<file path="src/rtl/calc_datapath.sv">
// Operand/opcode registers and arithmetic unit for a four-function calculator.
// ADD/SUB finish at exec_start; MUL/DIV iterate one bit per clock for ITER clocks.
module calc_datapath #(
  parameter int ITER = 4
) (
  input  logic              clk,
  input  logic              reset,
  input  logic [2:0]        state,
  input  logic [ITER-1:0]   sw,
  output logic [ITER-1:0]   operand_a,
  output logic [ITER-1:0]   operand_b,
  output logic [2*ITER-1:0] result,
  output logic              busy,
  output logic              done,
  output logic              err
);

  localparam int CW = $clog2(ITER + 1);

  typedef enum logic [2:0] {
    ST_IDLE    = 3'd0,
    ST_LOAD_A  = 3'd1,
    ST_LOAD_B  = 3'd2,
    ST_LOAD_OP = 3'd3,
    ST_EXEC    = 3'd4,
    ST_SHOW    = 3'd5
  } state_e;

  typedef enum logic [1:0] {
    OP_ADD = 2'd0,
    OP_SUB = 2'd1,
    OP_MUL = 2'd2,
    OP_DIV = 2'd3
  } op_e;

  state_e              w_state;
  state_e              r_prev;
  op_e                 r_op;
  logic [ITER-1:0]     r_a;
  logic [ITER-1:0]     r_b;
  logic [2*ITER-1:0]   r_result;
  logic                r_busy;
  logic                r_done;
  logic                r_err;
  logic [CW-1:0]       r_cnt;
  // r_hi/r_lo: partial product/multiplier for MUL, remainder/quotient for DIV.
  logic [ITER-1:0]     r_hi;
  logic [ITER-1:0]     r_lo;

  logic                w_exec_start;
  logic                w_load_a_entry;
  logic                w_abort;
  logic                w_last;
  logic [ITER:0]       w_mul_sum;
  logic [ITER:0]       w_div_shift;
  logic [ITER-1:0]     w_div_diff;
  logic                w_div_ge;
  logic [ITER-1:0]     w_step_hi;
  logic [ITER-1:0]     w_step_lo;

  // Codes 110/111 behave exactly like IDLE.
  always_comb begin
    w_state = (state > 3'd5) ? ST_IDLE : state_e'(state);
  end

  assign w_exec_start   = (w_state == ST_EXEC) && (r_prev != ST_EXEC);
  assign w_load_a_entry = (w_state == ST_LOAD_A) && (r_prev != ST_LOAD_A);
  assign w_abort        = r_busy && (w_state != ST_EXEC);
  assign w_last         = (r_cnt == CW'(ITER - 1));

  always_comb begin
    w_mul_sum   = {1'b0, r_hi} + (r_lo[0] ? {1'b0, r_a} : {(ITER+1){1'b0}});
    w_div_shift = {r_hi, r_lo[ITER-1]};
    w_div_ge    = (w_div_shift >= {1'b0, r_b});
    w_div_diff  = w_div_shift[ITER-1:0] - r_b;
    if (r_op == OP_MUL) begin
      w_step_hi = w_mul_sum[ITER:1];
      w_step_lo = {w_mul_sum[0], r_lo[ITER-1:1]};
    end else begin
      w_step_hi = w_div_ge ? w_div_diff : w_div_shift[ITER-1:0];
      w_step_lo = {r_lo[ITER-2:0], w_div_ge};
    end
  end

  // Loads are only possible in load states, so operands cannot move during EXEC.
  always_ff @(posedge clk or negedge reset) begin
    if (!reset) begin
      r_a    <= '0;
      r_b    <= '0;
      r_op   <= OP_ADD;
      r_prev <= ST_IDLE;
    end else begin
      r_prev <= w_state;
      case (w_state)
        ST_LOAD_A:  r_a  <= sw;
        ST_LOAD_B:  r_b  <= sw;
        ST_LOAD_OP: r_op <= op_e'(sw[1:0]);
        default:    ;
      endcase
    end
  end

  always_ff @(posedge clk or negedge reset) begin
    if (!reset) begin
      r_result <= '0;
      r_busy   <= 1'b0;
      r_done   <= 1'b0;
      r_err    <= 1'b0;
      r_cnt    <= '0;
      r_hi     <= '0;
      r_lo     <= '0;
    end else begin
      r_done <= 1'b0;
      if (w_abort) begin
        r_busy <= 1'b0;
        r_cnt  <= '0;
      end else if (w_exec_start) begin
        r_cnt <= '0;
        case (r_op)
          OP_ADD: begin
            r_result <= {{(ITER-1){1'b0}}, ({1'b0, r_a} + {1'b0, r_b})};
            r_done   <= 1'b1;
          end
          OP_SUB: begin
            r_result <= {{ITER{1'b0}}, r_a} - {{ITER{1'b0}}, r_b};
            r_done   <= 1'b1;
          end
          OP_MUL: begin
            r_busy <= 1'b1;
            r_hi   <= '0;
            r_lo   <= r_b;
          end
          OP_DIV: begin
            if (r_b == '0) begin
              r_err    <= 1'b1;
              r_result <= '1;
              r_done   <= 1'b1;
            end else begin
              r_busy <= 1'b1;
              r_hi   <= '0;
              r_lo   <= r_a;
            end
          end
        endcase
      end else if (r_busy) begin
        r_hi <= w_step_hi;
        r_lo <= w_step_lo;
        if (w_last) begin
          r_busy   <= 1'b0;
          r_cnt    <= '0;
          r_result <= {w_step_hi, w_step_lo};
          r_done   <= 1'b1;
        end else begin
          r_cnt <= r_cnt + CW'(1);
        end
      end
      if (w_load_a_entry) begin
        r_result <= '0;
        r_err    <= 1'b0;
      end
    end
  end

  assign operand_a = r_a;
  assign operand_b = r_b;
  assign result    = r_result;
  assign busy      = r_busy;
  assign done      = r_done;
  assign err       = r_err;

endmodule

</file>
<file path="config.mk">
export PLATFORM = sky130hd
export DESIGN_NAME = calc_datapath
export DESIGN_NICKNAME = d
export VERILOG_FILES = /design/src/rtl/calc_datapath.sv
export SDC_FILE = /design/constraint.sdc
export NUM_CORES = 1
export LEC_CHECK = 0
export ABC_AREA = 1
export BUFFER_PORTS_ARGS = -buffer_cell sky130_fd_sc_hd__clkbuf_2
export CORE_MARGIN = 3
export CORE_UTILIZATION = 50
export DETAILED_ROUTE_END_ITERATION = 8
export PLACE_DENSITY = 0.82
export SYNTH_ARGS = -nofsm -noshare
export SYNTH_HDL_FRONTEND = slang
export SYNTH_SLANG_ARGS = --single-unit
</file>
<file path="constraint.sdc">
create_clock -name clk -period 2.05 [get_ports clk]
set_clock_uncertainty 0.2 [all_clocks]
set_input_delay 0.1025 -clock clk [delete_from_list [all_inputs] [get_ports clk]]
set_output_delay 0.1025 -clock clk [all_outputs]
set_load 0.02 [all_outputs]
</file>
---- Yosys cells after proc, flatten, opt, wreduce, memory -nomap -nowiden ----
Index checks and enable logic that the tools add are counted.
word-level totals
  bits of input ports ..................... 9
  flip-flop bits (word level) ............. 35
  output and inout bits ................... 19
cells by class
  bitwise logic cells ..................... 1
  reductions and logical operators ........ 17
  add/sub/neg operators ................... 5
  mux-type cells .......................... 41
  equal/unequal tests ..................... 18
  $lt $le $gt $ge ......................... 2
operators with widths
  kind                 count
  $mux 8               6
  $mux 4               10
  $pmux 8 s3           1
  $pmux 4 s2           2
  $mux 1               15
  $mux 3               5
  $add 4x4->5          2
  $eq 3x2->1 const B   3
  $ne 3x3->1 const B   3
  $reduce_bool 3->1    3
  $ne 4x4->1 const B   2
  $reduce_and 4->1     2
  $reduce_bool 2->1    4
  $ne 3x1->1 const B   2
  $ge 5x4->1           1
  $ne 5x1->1 const B   1
  $reduce_and 5->1     1
  $sub 4x4->5          1
  $eq 2x2->1 const B   2
  $logic_not 4->1      1
  $ne 4x1->1 const B   1
  $pmux 1 s2           2
  $sub 4x4->4          1
  $add 3x1->3 const B  1
  other kinds (10)     12

---- Logic depth before layout (Yosys ltp) ----
  depth after elaboration ................. 8
  gate-level depth with buffers ........... 13
  mapped depth without buffers ............ 13

---- Worst setup path after synthesis ----
Ideal clock, no wire load.
  path type ............................... reg-to-reg
  start point ............................. register r_b[1] (netlist: operand_b[1])
  end point ............................... register r_result[0] (netlist: result[0])
  arrival time ............................ 1767 ps
  cell stages (with the launch flop) ...... 13
  clock period less this slack ............ 2085 ps
  library setup time ...................... 117 ps
  path buffers ............................ 0
  slack ................................... -35 ps
  cells stage by stage .................... dfrtp_1 -> inv_1 -> ha_1 -> nand2_1 -> inv_1 -> nand2_1 -> nand2_1 -> nand2_1 -> nand2_1 -> o21ai_0 -> nand2_1 -> nand3_1 -> nand2_1
on the way
  word-level cells in the longest chain between the ends .. 7
  elaborated cells between the ends (all ways) .. 10
ends and longest elaborated chain
  element                   line  text
  start: declaration        40    logic [ITER-1:0] r_b;
  start signal: assignment  96    ST_LOAD_B: r_b <= sw;
  $ge 5x4->1                74    w_div_ge = (w_div_shift >= {1'b0, r_b});
  $mux 4                    76    if (r_op == OP_MUL) begin
  $mux 8                    148   if (w_last) begin
  $mux 8                    145   end else if (r_busy) begin
  $mux 8                    117   end else if (w_exec_start) begin
  $mux 8                    114   if (w_abort) begin
  $mux 8                    157   if (w_load_a_entry) begin
  end signal: assignment    121   r_result <= {{(ITER-1){1'b0}}, ({1'b0, r_a} + {1'b0, r_b})};
  end signal: assignment    125   r_result <= {{ITER{1'b0}}, r_a} - {{ITER{1'b0}}, r_b};
  end signal: assignment    151   r_result <= {w_step_hi, w_step_lo};
  end: declaration          41    logic [2*ITER-1:0] r_result;
Parallel ways exist; a longest one is shown, timed or not. The select of a mux whose other input is x is not followed.
A chain may end at the register's enable or synchronous reset.

---- Worst setup path after layout ----
  start point ............................. register r_a[0] (netlist: operand_a[0])
  end point ............................... register r_result[2] (netlist: result[2])
on the way
  word-level cells in the longest chain between the ends .. 5
  elaborated cells between the ends (all ways) .. 6
ends and longest elaborated chain
  element                                            line      text
  start: declaration                                 39        logic [ITER-1:0] r_a;
  start signal: assignment                           95        ST_LOAD_A: r_a <= sw;
  $sub 4x4->5 / $add 4x4->5 (equally long branches)  125, 121
  $pmux 8 s3 (*)                                     119       case (r_op)
  $mux 8 (*)                                         117
  $mux 8 (*)                                         114
  $mux 8 (*)                                         157
Mark *: on every way between the ends. The rest lies on a longest branch, timed or not. The select of a mux whose other input is x is not followed.

==> run summary <==
outcome: complete, no violations
diode count: 0
Clock Path Buffers: 2
final wirelength: 5910 um
Crit. End Element: flop
final cell count without fillers: 437
leak pwr: 0.00161 uW
Die Area: 5740 um2
Final Setup Violations: 0
IO Count: 28
fin crit period: 1.98 ns
Critical Path Fanout Max: 6
RSZ-0062 raised after global routing: true
Max transition margin: 0.704
Initial Utilization: 0.537
FF-to-FF Start: operand_a[0]$_DFFE_PN0N_
Post-synth ARST share: 1.00
first-pass GRT wire length: 9870 um
yosys warns: 0
post-synth net total: 348
Mean Syn Cell Area: 7.66 um2
Clock Sinks: 35
reg2reg path depth: 9
Hold Worst Slack: 0.0815 ns
PD cells: 1050 nW/um2
Primary FF master, synth: dfrtp_1
Max-Cap Viols: 0
Hold WC Path Type: input port to async pin
vias: 2265
fin nets: 401
Inst Count DP: 420
setup TNS: 0 ns
fmax: 505 MHz
Period Utilization, post-route: 0.965
Multi-input gate area: 1400 um2
Cells after Synth: 318
Area Overhead vs Synth: 21.8%
cts bufs inserted: 5
EDFF count, synth: 0
Sequential Area: 886 um2
FP Rows: 24
final instance area: 2970 um2
clk_lat worst skew: 0.29 ns
flop2flop setup slack: 0.07 ns
TritonCTS clock tree: built
core area: 4530 um2
port bufs: 27
reg2reg end: result[2]$_DFFE_PN0P_
largest net degree at the start of global routing: 20
initial detailed-routing violation count: 149
initial antenna violation count: 0
Startpoint Class: flop
total track usage: 0.230
Least-Margin Pin Slew: 0.445 ns
layout cells sized above 1: 0.269
Max IR drop VDD: 0.000595 V
Die Ht: 75.8 um
crit path DAT: 2.02 ns
GPL Wtd Cong: 0.858
gr ovfl total: 0
Yosys reg bits: 35
CP Data Required Time: 2.09 ns
crit path kind: flop to flop
CTS H-Tree Depth: 2
fill cell total of the finished layout: 394
TritonRoute pass-1 iters: 4
register area share after synthesis: 0.360
Detailed Place HPWL: 4520 um
vias in the first global route: 2227
clock-pin slew on the worst setup and hold paths: 0.08 ns
post-CTS setup buffers: 0
WL per Instance: 13.5 um
Slew Limit Fails: 0
DR vias/cell: 5.18
final hold violations: 0
CTS root buffer: clkbuf_8
chip width: 75.8 um
library cells used by synthesis: 32
DRT antenna net count: 0
# DRC: 0
DP Area: 2720 um2
Final Util: 0.654
Post-Syn Area: 2430 um2
-- Yosys cell counts, types with 3 or more instances --
master,n,area [um2]
nand2_1,95,357
inv_1,44,165
dfrtp_1,35,876
nand3_1,32,160
o21ai_0,19,95.1
ha_1,17,213
a21oi_1,13,65.1
nor2_1,11,41.3
nand2_2,6,37.5
o21ai_2,6,52.6
o211ai_1,5,37.5
fa_1,4,80.1
nor2_4,4,45.0
inv_2,3,11.3
-- registers in the layout (all words and copies together), names as in the netlist --
signal,count
busy,1
done,1
err,1
operand_a,4
operand_b,4
r_cnt,3
r_hi,4
r_lo,4
r_op,2
r_prev,3
result,8
-- cells in the final DEF (no fill, tap or decap), types with 3 or more instances in the layout --
cell type	count
a21oi_1	11
buf_4	15
clkbuf_2	27
clkbuf_8	5
clkinv_2	4
dfrtp_1	27
dfrtp_2	8
dlygate4sd3_1	9
fa_1	3
ha_1	13
inv_1	40
inv_2	7
nand2_1	95
nand2_2	6
nand3_1	30
nor2_1	11
nor2_4	4
o211ai_1	5
o21ai_0	17
o21ai_2	8
-- final cells by class --
cell class / instances / area share
clock inverters: 3 / 0.00506
inverters: 48 / 0.0612
multi-input cells: 230 / 0.470
repair buffers: 51 / 0.114
well taps: 65 / 0.0274
clock buffers: 5 / 0.0232
flip-flops and latches: 35 / 0.299
-- report_power, final --
group / internal, uW / total (uW) / switching [uW] / leakage (uW)
Clock: 232 / 496 / 264 / 0.0000477
Sequential: 836 / 990 / 155 / 0.000445
Combinational: 667 / 1620 / 951 / 0.00112
-- metal layers --
layer | vias to the layer above | track usage | part of all wire
met5 | - | 0 | 0
met1 | 1068 | 0.286 | 0.45
met3 | 14 | 0.0594 | 0.041
li1 | 1128 | - | -
met4 | 0 | 0.0854 | 0.025
met2 | 55 | 0.382 | 0.49
-- how the worst max path moves through the flow --
stage / cells after the start / endpoint / from / slack, ns
2_1_floorplan: 8 / result[1]$_DFFE_PN0P_ / operand_b[0]$_DFFE_PN0N_ / 0.03
3_3_place_gp: 10 / result[6]$_DFFE_PN0P_ / operand_b[0]$_DFFE_PN0N_ / 0.09
3_5_place_dp: 10 / result[6]$_DFFE_PN0P_ / operand_b[0]$_DFFE_PN0N_ / 0.04
4_1_cts: 10 / result[6]$_DFFE_PN0P_ / operand_b[0]$_DFFE_PN0N_ / 0.03
5_1_grt: 9 / result[1]$_DFFE_PN0P_ / operand_a[0]$_DFFE_PN0N_ / -0.02
6_report: 9 / result[2]$_DFFE_PN0P_ / operand_a[0]$_DFFE_PN0N_ / 0.07
-- critical path, stage by stage, from the launching register on --
cell,delay (ns)
dfrtp_2,0.45
ha_2,0.21
fa_1,0.42
inv_1,0.09
nor2_1,0.04
o21ai_0,0.18
o211ai_1,0.14
nand2_1,0.09
nand2_1,0.05
nand2_1,0.06
-- logic make-up (layout without fill, tap and decap cells) --
kind of cell	Yosys count	in the layout	share of synthesized area
simple gates	155	155	0.287
fa+ha+maj	21	21	0.120
xor+xnor	2	2	0.00720
compound gates	52	52	0.134
flops	35	35	0.360
buf+inv	53	107	0.0920
-- stage by stage --
| stage | setup slack [ns] | power (uW) |
|---|---|---|
| after global placement | 0.0862 | 2430 |
| after global routing | -0.0178 | 3380 |
| after floorplan | 0.0278 | 2020 |
| final | 0.0717 | 3100 |
| after detailed placement | 0.0425 | 2480 |
| after CTS | 0.0300 | 2990 |
-- repair_timing --
item / in CTS / in global routing
resized for setup: 0 / 24
setup endpoints to repair: 0 / 14
endpoints found under the hold margin: 48 / 0
hold buffers: 9 / 0
Power figures use the tool's default switching activity.
